<file path="config.mk">
export PLATFORM = sky130hd
export DESIGN_NAME = nonce_dispatcher
export DESIGN_NICKNAME = d
export VERILOG_FILES = /design/src/rtl/nonce_dispatcher.sv
export SDC_FILE = /design/constraint.sdc
export NUM_CORES = 1
export LEC_CHECK = 0
export BUFFER_PORTS_ARGS = -buffer_cell sky130_fd_sc_hd__clkbuf_2
export CORE_AREA = 5 5 479 481
export CTS_BUF_LIST = sky130_fd_sc_hd__clkbuf_4
export CTS_CLUSTER_DIAMETER = 100
export DETAILED_ROUTE_END_ITERATION = 10
export DIE_AREA = 0 0 484 486
export PLACE_DENSITY_LB_ADDON = 0.08
export REMOVE_ABC_BUFFERS = 1
export SLEW_MARGIN = 20
export SYNTH_ARGS = -nofsm -noshare
export SYNTH_HDL_FRONTEND = slang
export SYNTH_SLANG_ARGS = --single-unit
</file>
<file path="constraint.sdc">
create_clock -name clk -period 5.2 [get_ports clk]
set_input_delay 0.52 -clock clk [delete_from_list [all_inputs] [get_ports clk]]
set_output_delay 0.52 -clock clk [all_outputs]
set_load 0.005 [all_outputs]
</file>
<file path="src/rtl/nonce_dispatcher.sv">
// nonce_dispatcher
// Front-stage work source for a SHA-256d pipeline. Latches one mining job
// (midstate, header tail words, inclusive nonce range), then issues one nonce
// every ISSUE_PERIOD cycles. Each issue is a 1-cycle en_o strobe. The same
// cycle carries the nonce, the 16-word second-block message (w_in_o) and the
// job midstate (hin_o). The message layout is:
//   W0 merkle tail, W1 ntime, W2 nbits, W3 nonce, W4 pad bit, W5..W14 zero,
//   W15 message length.
//
// Ports
//   clk             clock, all logic on the rising edge
//   reset           synchronous, active-high
//   job_valid_i     job presented
//   job_ready_o     job can be accepted (idle only, low during reset)
//   job_midstate_i  H after the first header block, forwarded on hin_o
//   job_merkle_i    header word 16
//   job_time_i      header word 17
//   job_bits_i      header word 18
//   job_nstart_i    first nonce (inclusive)
//   job_nend_i      last nonce (inclusive), may be below nstart (wraps)
//   abort_i         cancel the running job
//   en_o            1-cycle issue strobe
//   nonce_o         nonce of the current/last issue
//   w_in_o          W[i] at bits [WORD_S*i +: WORD_S]
//   hin_o           midstate of the current job
//   busy_o          job in progress
//   done_o          1-cycle pulse: job finished or aborted
//   aborted_o       qualifies done_o: 1 = ended by abort
module nonce_dispatcher #(
  parameter int unsigned WORD_S       = 32,
  parameter int unsigned ISSUE_PERIOD = 64
) (
  input  logic                  clk,
  input  logic                  reset,
  input  logic                  job_valid_i,
  output logic                  job_ready_o,
  input  logic [8*WORD_S-1:0]   job_midstate_i,
  input  logic [WORD_S-1:0]     job_merkle_i,
  input  logic [WORD_S-1:0]     job_time_i,
  input  logic [WORD_S-1:0]     job_bits_i,
  input  logic [WORD_S-1:0]     job_nstart_i,
  input  logic [WORD_S-1:0]     job_nend_i,
  input  logic                  abort_i,
  output logic                  en_o,
  output logic [WORD_S-1:0]     nonce_o,
  output logic [16*WORD_S-1:0]  w_in_o,
  output logic [8*WORD_S-1:0]   hin_o,
  output logic                  busy_o,
  output logic                  done_o,
  output logic                  aborted_o
);

  // Wait counter spans ISSUE_PERIOD-2 down to 0. The ISSUE cycle plus the
  // WAIT cycles give exactly ISSUE_PERIOD cycles between strobes.
  localparam int unsigned CntW = (ISSUE_PERIOD > 2) ? $clog2(ISSUE_PERIOD) : 1;
  localparam logic [CntW-1:0] CntReload = CntW'(ISSUE_PERIOD - 2);

  // SHA-256 padding: a single 1 bit after the message, and the length in bits
  // of the 80-byte header (20 words) in the last word.
  localparam logic [WORD_S-1:0] PadWord = {1'b1, {(WORD_S - 1){1'b0}}};
  localparam logic [WORD_S-1:0] LenWord = WORD_S'(20 * WORD_S);

  typedef enum logic [1:0] {
    StIdle,
    StIssue,
    StWait,
    StFin
  } state_e;

  state_e              state_q, state_d;
  logic [CntW-1:0]     cnt_q, cnt_d;
  logic [WORD_S-1:0]   nend_q, nend_d;
  logic                ready_q, ready_d;
  logic                fin_abort_q, fin_abort_d;

  // Output-facing registers. They change only on the edge that enters ISSUE,
  // so each value appears together with en_o and holds until the next issue.
  logic [WORD_S-1:0]   nonce_q, nonce_d;
  logic [WORD_S-1:0]   merkle_q, merkle_d;
  logic [WORD_S-1:0]   time_q, time_d;
  logic [WORD_S-1:0]   bits_q, bits_d;
  logic [8*WORD_S-1:0] hin_q, hin_d;
  // Padding constants are gated so that w_in_o is all-zero out of reset.
  logic                pad_q, pad_d;

  // ---------------------------------------------------------------------------
  // Next-state logic
  // ---------------------------------------------------------------------------
  always_comb begin
    state_d     = state_q;
    cnt_d       = cnt_q;
    nend_d      = nend_q;
    fin_abort_d = fin_abort_q;
    nonce_d     = nonce_q;
    merkle_d    = merkle_q;
    time_d      = time_q;
    bits_d      = bits_q;
    hin_d       = hin_q;
    pad_d       = pad_q;

    unique case (state_q)
      StIdle: begin
        // ready_q is only high in IDLE outside reset, so it qualifies accept.
        if (job_valid_i && ready_q) begin
          state_d     = StIssue;
          nend_d      = job_nend_i;
          nonce_d     = job_nstart_i;
          merkle_d    = job_merkle_i;
          time_d      = job_time_i;
          bits_d      = job_bits_i;
          hin_d       = job_midstate_i;
          pad_d       = 1'b1;
          fin_abort_d = 1'b0;
        end
      end

      StIssue: begin
        cnt_d = CntReload;
        if (abort_i) begin
          // The strobe of this cycle stands; nothing further is issued.
          state_d     = StFin;
          fin_abort_d = 1'b1;
        end else if (nonce_q == nend_q) begin
          state_d     = StFin;
          fin_abort_d = 1'b0;
        end else begin
          state_d = StWait;
        end
      end

      StWait: begin
        if (abort_i) begin
          state_d     = StFin;
          fin_abort_d = 1'b1;
        end else if (cnt_q == '0) begin
          state_d = StIssue;
          // Advancing on entry to ISSUE keeps nonce_o stable between strobes.
          nonce_d = nonce_q + WORD_S'(1);
        end else begin
          cnt_d = cnt_q - CntW'(1);
        end
      end

      StFin: begin
        state_d = StIdle;
      end

      default: begin
        state_d = StIdle;
      end
    endcase

    // Registered so that job_ready_o stays low while reset is held.
    ready_d = (state_d == StIdle);
  end

  // ---------------------------------------------------------------------------
  // State registers
  // ---------------------------------------------------------------------------
  always_ff @(posedge clk) begin
    if (reset) begin
      state_q     <= StIdle;
      cnt_q       <= '0;
      nend_q      <= '0;
      ready_q     <= 1'b0;
      fin_abort_q <= 1'b0;
      nonce_q     <= '0;
      merkle_q    <= '0;
      time_q      <= '0;
      bits_q      <= '0;
      hin_q       <= '0;
      pad_q       <= 1'b0;
    end else begin
      state_q     <= state_d;
      cnt_q       <= cnt_d;
      nend_q      <= nend_d;
      ready_q     <= ready_d;
      fin_abort_q <= fin_abort_d;
      nonce_q     <= nonce_d;
      merkle_q    <= merkle_d;
      time_q      <= time_d;
      bits_q      <= bits_d;
      hin_q       <= hin_d;
      pad_q       <= pad_d;
    end
  end

  // ---------------------------------------------------------------------------
  // Outputs
  // ---------------------------------------------------------------------------
  always_comb begin
    en_o        = (state_q == StIssue);
    busy_o      = (state_q != StIdle);
    done_o      = (state_q == StFin);
    aborted_o   = (state_q == StFin) && fin_abort_q;
    job_ready_o = ready_q;
    nonce_o     = nonce_q;
    hin_o       = hin_q;
  end

  always_comb begin
    w_in_o                      = '0;
    w_in_o[0*WORD_S +: WORD_S]  = merkle_q;
    w_in_o[1*WORD_S +: WORD_S]  = time_q;
    w_in_o[2*WORD_S +: WORD_S]  = bits_q;
    w_in_o[3*WORD_S +: WORD_S]  = nonce_q;
    if (pad_q) begin
      w_in_o[4*WORD_S +: WORD_S]  = PadWord;
      w_in_o[15*WORD_S +: WORD_S] = LenWord;
    end
  end

endmodule

</file>
; ---- Word level (Yosys, flattened, before mapping)
; Index checks and enable logic that the tools add are counted.
[word_totals]
register_bits = 427
inputBits = 420
out_inout_bits = 805
elab_cells = 56
[op_classes]
n_addsub = 2
eq_ne = 10
mux = 20
n_reduce_logical = 13
[ops]
columns = cell, count
row1 = 32-bit 2-to-1 mux, 4
row2 = 32-bit case mux with 2 select lines, 1
row3 = 32-bit by 1-bit adder with 32-bit output (second input constant), 1
row4 = 32-bit == test, 1
row5 = 6-bit 2-to-1 mux, 2
row6 = 6-bit case mux with 2 select lines, 1
row7 = 10-bit 2-to-1 mux, 1
row8 = 2-bit != test (second input constant), 5
row9 = 2-bit case mux with 4 select lines, 1
row10 = 4-bit AND reduction, 2
row11 = 6-bit logical NOT, 1
row12 = 1-bit 2-to-1 mux, 6
row13 = 2-bit 2-to-1 mux, 3
row14 = 2-bit nonzero test, 3
row15 = 6-bit by 1-bit subtractor with 6-bit output (second input constant), 1
row16 = 2-bit == test (second input constant), 2
row17 = 2-bit logical NOT, 2
row18 = 3-bit by 2-bit != test with 1-bit output (second input constant), 1
row19 = 1-bit case mux with 3 select lines, 1
row20 = 3-bit AND reduction, 1
row21 = 3-bit nonzero test, 1
row22 = 2-bit by 1-bit == test with 1-bit output (second input constant), 1
row23 = 1-bit logical AND, 2
row24 = 2-bit AND reduction, 1

; ---- Depth between registers and ports, before layout
[logic_depth]
ltp_word = 5
mapped_depth = 10
mapped_depth_nobuf = 7

; ---- Worst setup path before layout
; Ideal clock, no wire load.
[synth_timing]
path_kind = reg-to-reg
startpoint = register state_q[0]
endpoint = register nonce_q[29], in the netlist nonce_o[29]
setup_ns = 0.074
arrival_time_ns = 2.037
required_ns = 5.126
slack_ns = 3.089
stages_incl_launch_ff = 10
path_buffers = 2
period_less_slack_ns = 2.111
path_cell_list = dfxtp_1 inv_1 ha_1 buf_2 nor2b_1 a21oi_2 or2_1 buf_6 or4_1 a31oi_1
[synth_between]
elab_chain_len = 3
word_cells_on_any_way = 8
cone_classes = 4 x eq/ne / 1 x mux / 3 x reduce/logical
[synth_lines]
columns = element, line_no
row1 = "start, declared", 70  ; state_e state_q, state_d;
row2 = "start signal, assigned", 162  ; state_q <= StIdle;
row3 = "start signal, assigned", 174  ; state_q <= state_d;
row4 = 2-bit == test or 2-bit logical NOT (tied branches), 101  ; unique case (state_q)
row5 = 2-bit != test (no source line) or 2-bit nonzero test (tied branches), n/a
row6 = 4-bit AND reduction (no source line), n/a
row7 = "end signal, assigned", 179  ; nonce_q <= nonce_d;
row8 = "end, declared", 78  ; logic [WORD_S-1:0] nonce_q, nonce_d;
; Several ways; a longest one is shown, not always the timed one.
; A chain may end at the register's enable or synchronous reset.

; ---- Final worst setup path
[layout_timing]
startpoint = register state_q[0]
endpoint = register merkle_q[26]
[layout_between]
elab_chain_len = 2
[layout_lines]
columns = element, line_no
row1 = 2-bit logical NOT, 101
row2 = 2-bit AND reduction (no source line), n/a
row3 = "end signal, assigned", 180  ; merkle_q <= merkle_d;
row4 = "end, declared", 79  ; logic [WORD_S-1:0] merkle_q, merkle_d;
; Every way passes these cells.

==> flow_metrics.py <==
metrics = {
    "yosys": {
        "synth.avg_cell_area_um2": 7.769,
        "ys_warn_count": 0,
        "synth-edff-count": 0,
        "yosysMostFrequentCell": "nand2_1",
        "synth_top_area_share_pct": 44.30,
        "ys_types": 66,
        "synthTopCellsByCount": "804 x nand2_1, 427 x dfxtp_1, 418 x buf_4, 415 x a21oi_1, 135 x clkbuf_1",
        "synth_area_mm2": 0.01930,
        "synthCells": 2484,
        "synth_area_leaders": "dfxtp_1 44%, buf_4 16%, nand2_1 16%",
        "synth_area_leader_cell": "dfxtp_1",
        "synth-seq-area-share_pct": 44.30,
        "ys_ff_latch": 427,
        "async_reset_ff_share_pct": 0,
        "dominantRegCellSynth": "dfxtp_1",
    },
    "finish": {
        "area_delta_synth_final_pct": 83.26,
        "nNetsFinal": 4551,
        "drive_above_1_share_pct": 27.03,
    },
    "global_routing": {
        "grt_pass1_vias": 22730,
        "grt_overflow": 0,
        "grt_use_total_pct": 9.894,
        "grt_max_degree": 130,
        "antenna_found_initial": 35,
        "grt_pass1_wl_um": 169500,
    },
    "floorplan": {
        "io-pin-count": 1225,
        "initial_core_util_pct": 8.606,
        "die_area_mm2": 0.2352,
        "die_y_um": 486,
        "num_rows": 174,
        "die_w_um": 484,
        "coreArea_mm2": 0.2242,
    },
    "sta": {
        "fin_crit_sh_pct": 59.74,
        "rsz0062_at_grt": "false",
        "clock_skew_ns": 0.1081,
        "setup_viol": 0,
        "max_slew.worst_pin.slew_ns": 1.190,
        "hold_viol": 0,
        "slew_headroom_pct": 20.70,
        "maxSlewViolCount": 0,
        "max_freq_mhz": 321.9,
        "setup_slack_ns": 2.094,
        "tns_ns": 0,
        "layout_min_cycle_time_ns": 3.106,
    },
    "run": {
        "drv_cap": 0,
    },
    "placement": {
        "hpwl_um": 91250,
        "io_buffer_count": 843,
        "post-place-ws_ns": 2.291,
        "place.gp.congestion": 0.7144,
    },
    "detailed_routing": {
        "routed_wirelength_um": 121800,
        "vias_per_cell": 3.020,
        "wl_per_cell_um": 16.82,
        "drc": 0,
        "firstDrtPassIters": 4,
        "vias": 21870,
        "detail-route-antenna-nets": 0,
        "drt-initial-drc-count": 553,
    },
    "power_and_ir_drop": {
        "leakage_nw": 15.30,
        "powerDensity_mw_per_mm2": 356.1,
        "power_mw": 12.59,
        "vdd.ir_drop.worst_uv": 167.0,
    },
    "worst_setup_path": {
        "crit_fanout": 82,
        "path_class": "flop to flop",
        "startpoint_type": "flop",
        "worstPathArrival_ns": 4.03,
        "end_kind": "flop",
        "cp.required_ns": 6.12,
    },
    "clocking": {
        "clk_pin_slew_ns": 0.06,
        "cts_sinks": 427,
        "cts_buffers": 159,
        "cts-resized-gates": 0,
        "clk_latency_ns": 1.10,
        "htreeDepth": 4,
        "clock_tree.root_cell": "clkbuf_4",
        "clk_path_buf_depth": 3,
        "cts_tree": "built",
    },
    "status": {
        "status": "complete, no violations",
    },
    "min_path": {
        "min_path_type": "input port to flop",
    },
}
[cells in the final DEF, fill, tap and decap left out, types with 3 or more instances in the layout]
cell type / Yosys / layout
bufinv_16: 0 / 3
inv_1: 13 / 13
clkinv_4: 0 / 5
or2_2: 2 / 3
clkbuf_4: 1 / 232
a31oi_1: 8 / 8
a21oi_1: 415 / 415
dlygate4sd3_1: 0 / 795
diode_2: 0 / 26
mux2i_1: 7 / 7
conb_1: 1 / 381
ha_1: 6 / 5
a311oi_1: 4 / 4
nand3_1: 15 / 14
o31a_1: 4 / 4
nor2b_1: 13 / 13
nor2_1: 20 / 20
clkbuf_2: 0 / 842
o32ai_1: 5 / 5
o211ai_1: 7 / 7
buf_12: 0 / 12
and3_1: 6 / 5
clkinv_1: 0 / 15
nand2_1: 804 / 804
buf_4: 418 / 18
nor3_1: 15 / 15
dfxtp_1: 427 / 427
or4_1: 4 / 4
nand2b_1: 3 / 3
xor2_1: 32 / 32
o21a_1: 3 / 3
and2_1: 8 / 8
nor4_1: 16 / 16
o22ai_1: 3 / 3
a211oi_1: 5 / 5
or3_1: 3 / 3
o21ai_0: 22 / 22
nand4_1: 8 / 8
[state kept, by name, summed over array words and instances, names as in the netlist]
signal	count
fin_abort_q	1
time_q	32
nend_q	32
cnt_q	6
nonce_o	32
bits_q	32
merkle_q	32
pad_q	1
job_ready_o	1
hin_o	256
state_q	2
[kinds of logic after synthesis]
| logic type | Yosys count | share of synthesized area, % |
|---|---|---|
| buffers and inverters | 581 | 19.58 |
| adders and majority gates | 6 | 0.3890 |
| other | 1 | 0.01943 |
| muxes | 7 | 0.3631 |
| and+or+nand+nor | 934 | 20.07 |
| xor gates and xnor gates | 33 | 1.498 |
| AOI/OAI and AO/OA | 495 | 13.78 |
| DFF | 427 | 44.30 |
[critical path, stage by stage, from the launching register on]
cell	delay [ns]
dfxtp_1	0.37
inv_1	0.10
ha_1	0.37
nand3_4	0.73
buf_12	0.50
nand2_1	0.15
a21oi_1	0.07
dlygate4sd3_1	0.58
[path summary, 6_finish.rpt]
check                     startpoint            to  slack [ns]  cells after the start
setup / recovery          state_q[0]  merkle_q[26]        2.09                      7
hold / removal    job_midstate_i[40]     hin_o[40]        0.28                      4
setup reg to reg          state_q[0]  merkle_q[26]        2.09                      7
hold reg to reg            bits_q[3]     bits_q[3]        0.45                      2
[final cells by class]
type / count / area [um^2]
Inverter: 13 / 48.80
Antenna cell: 26 / 65.06
Multi-Input combinational cell: 1856 / 8417
Timing Repair Buffer: 1668 / 12560
Clock inverter: 29 / 237.7
Fill cell: 25960 / 188900
Clock buffer: 232 / 1742
Sequential cell: 427 / 8548
Tap cell: 2992 / 3744
[power by group]
part | leakage (nW) | switching [mW] | internal [mW]
clock network | 1.17 | 1.92 | 2.17
logic | 10.6 | 2.30 | 1.67
registers | 3.48 | 0.656 | 3.88
total | 15.3 | 4.88 | 7.71
[metal layers]
metal / vias up / share of wire [%] / GRT usage, %
met5: - / 0.058 / 0
met4: 12 / 2.9 / 3.495
met3: 201 / 9.6 / 4.483
met2: 913 / 48 / 16.76
met1: 10060 / 39 / 10.93
li1: 10690 / - / -
[metrics by stage]
step	util [%]	instance area [um^2]	std cells	hold slack [ns]
after floorplan	-	16990	2296	0.4418
after global placement	11.31	25360	6161	0.4430
after detailed placement	11.31	25360	6161	0.4456
after CTS	15.74	35300	7217	0.0004385
after global routing	15.76	35350	7237	0.02929
final	15.77	35360	7243	0.2803
[repair_timing]
| action | CTS | global route |
|---|---|---|
| setup buffers | 0 | 0 |
| hold buffers | 795 | 0 |
| endpoints found under the hold margin | 422 | 0 |
(Power assumes the default switching activity.)
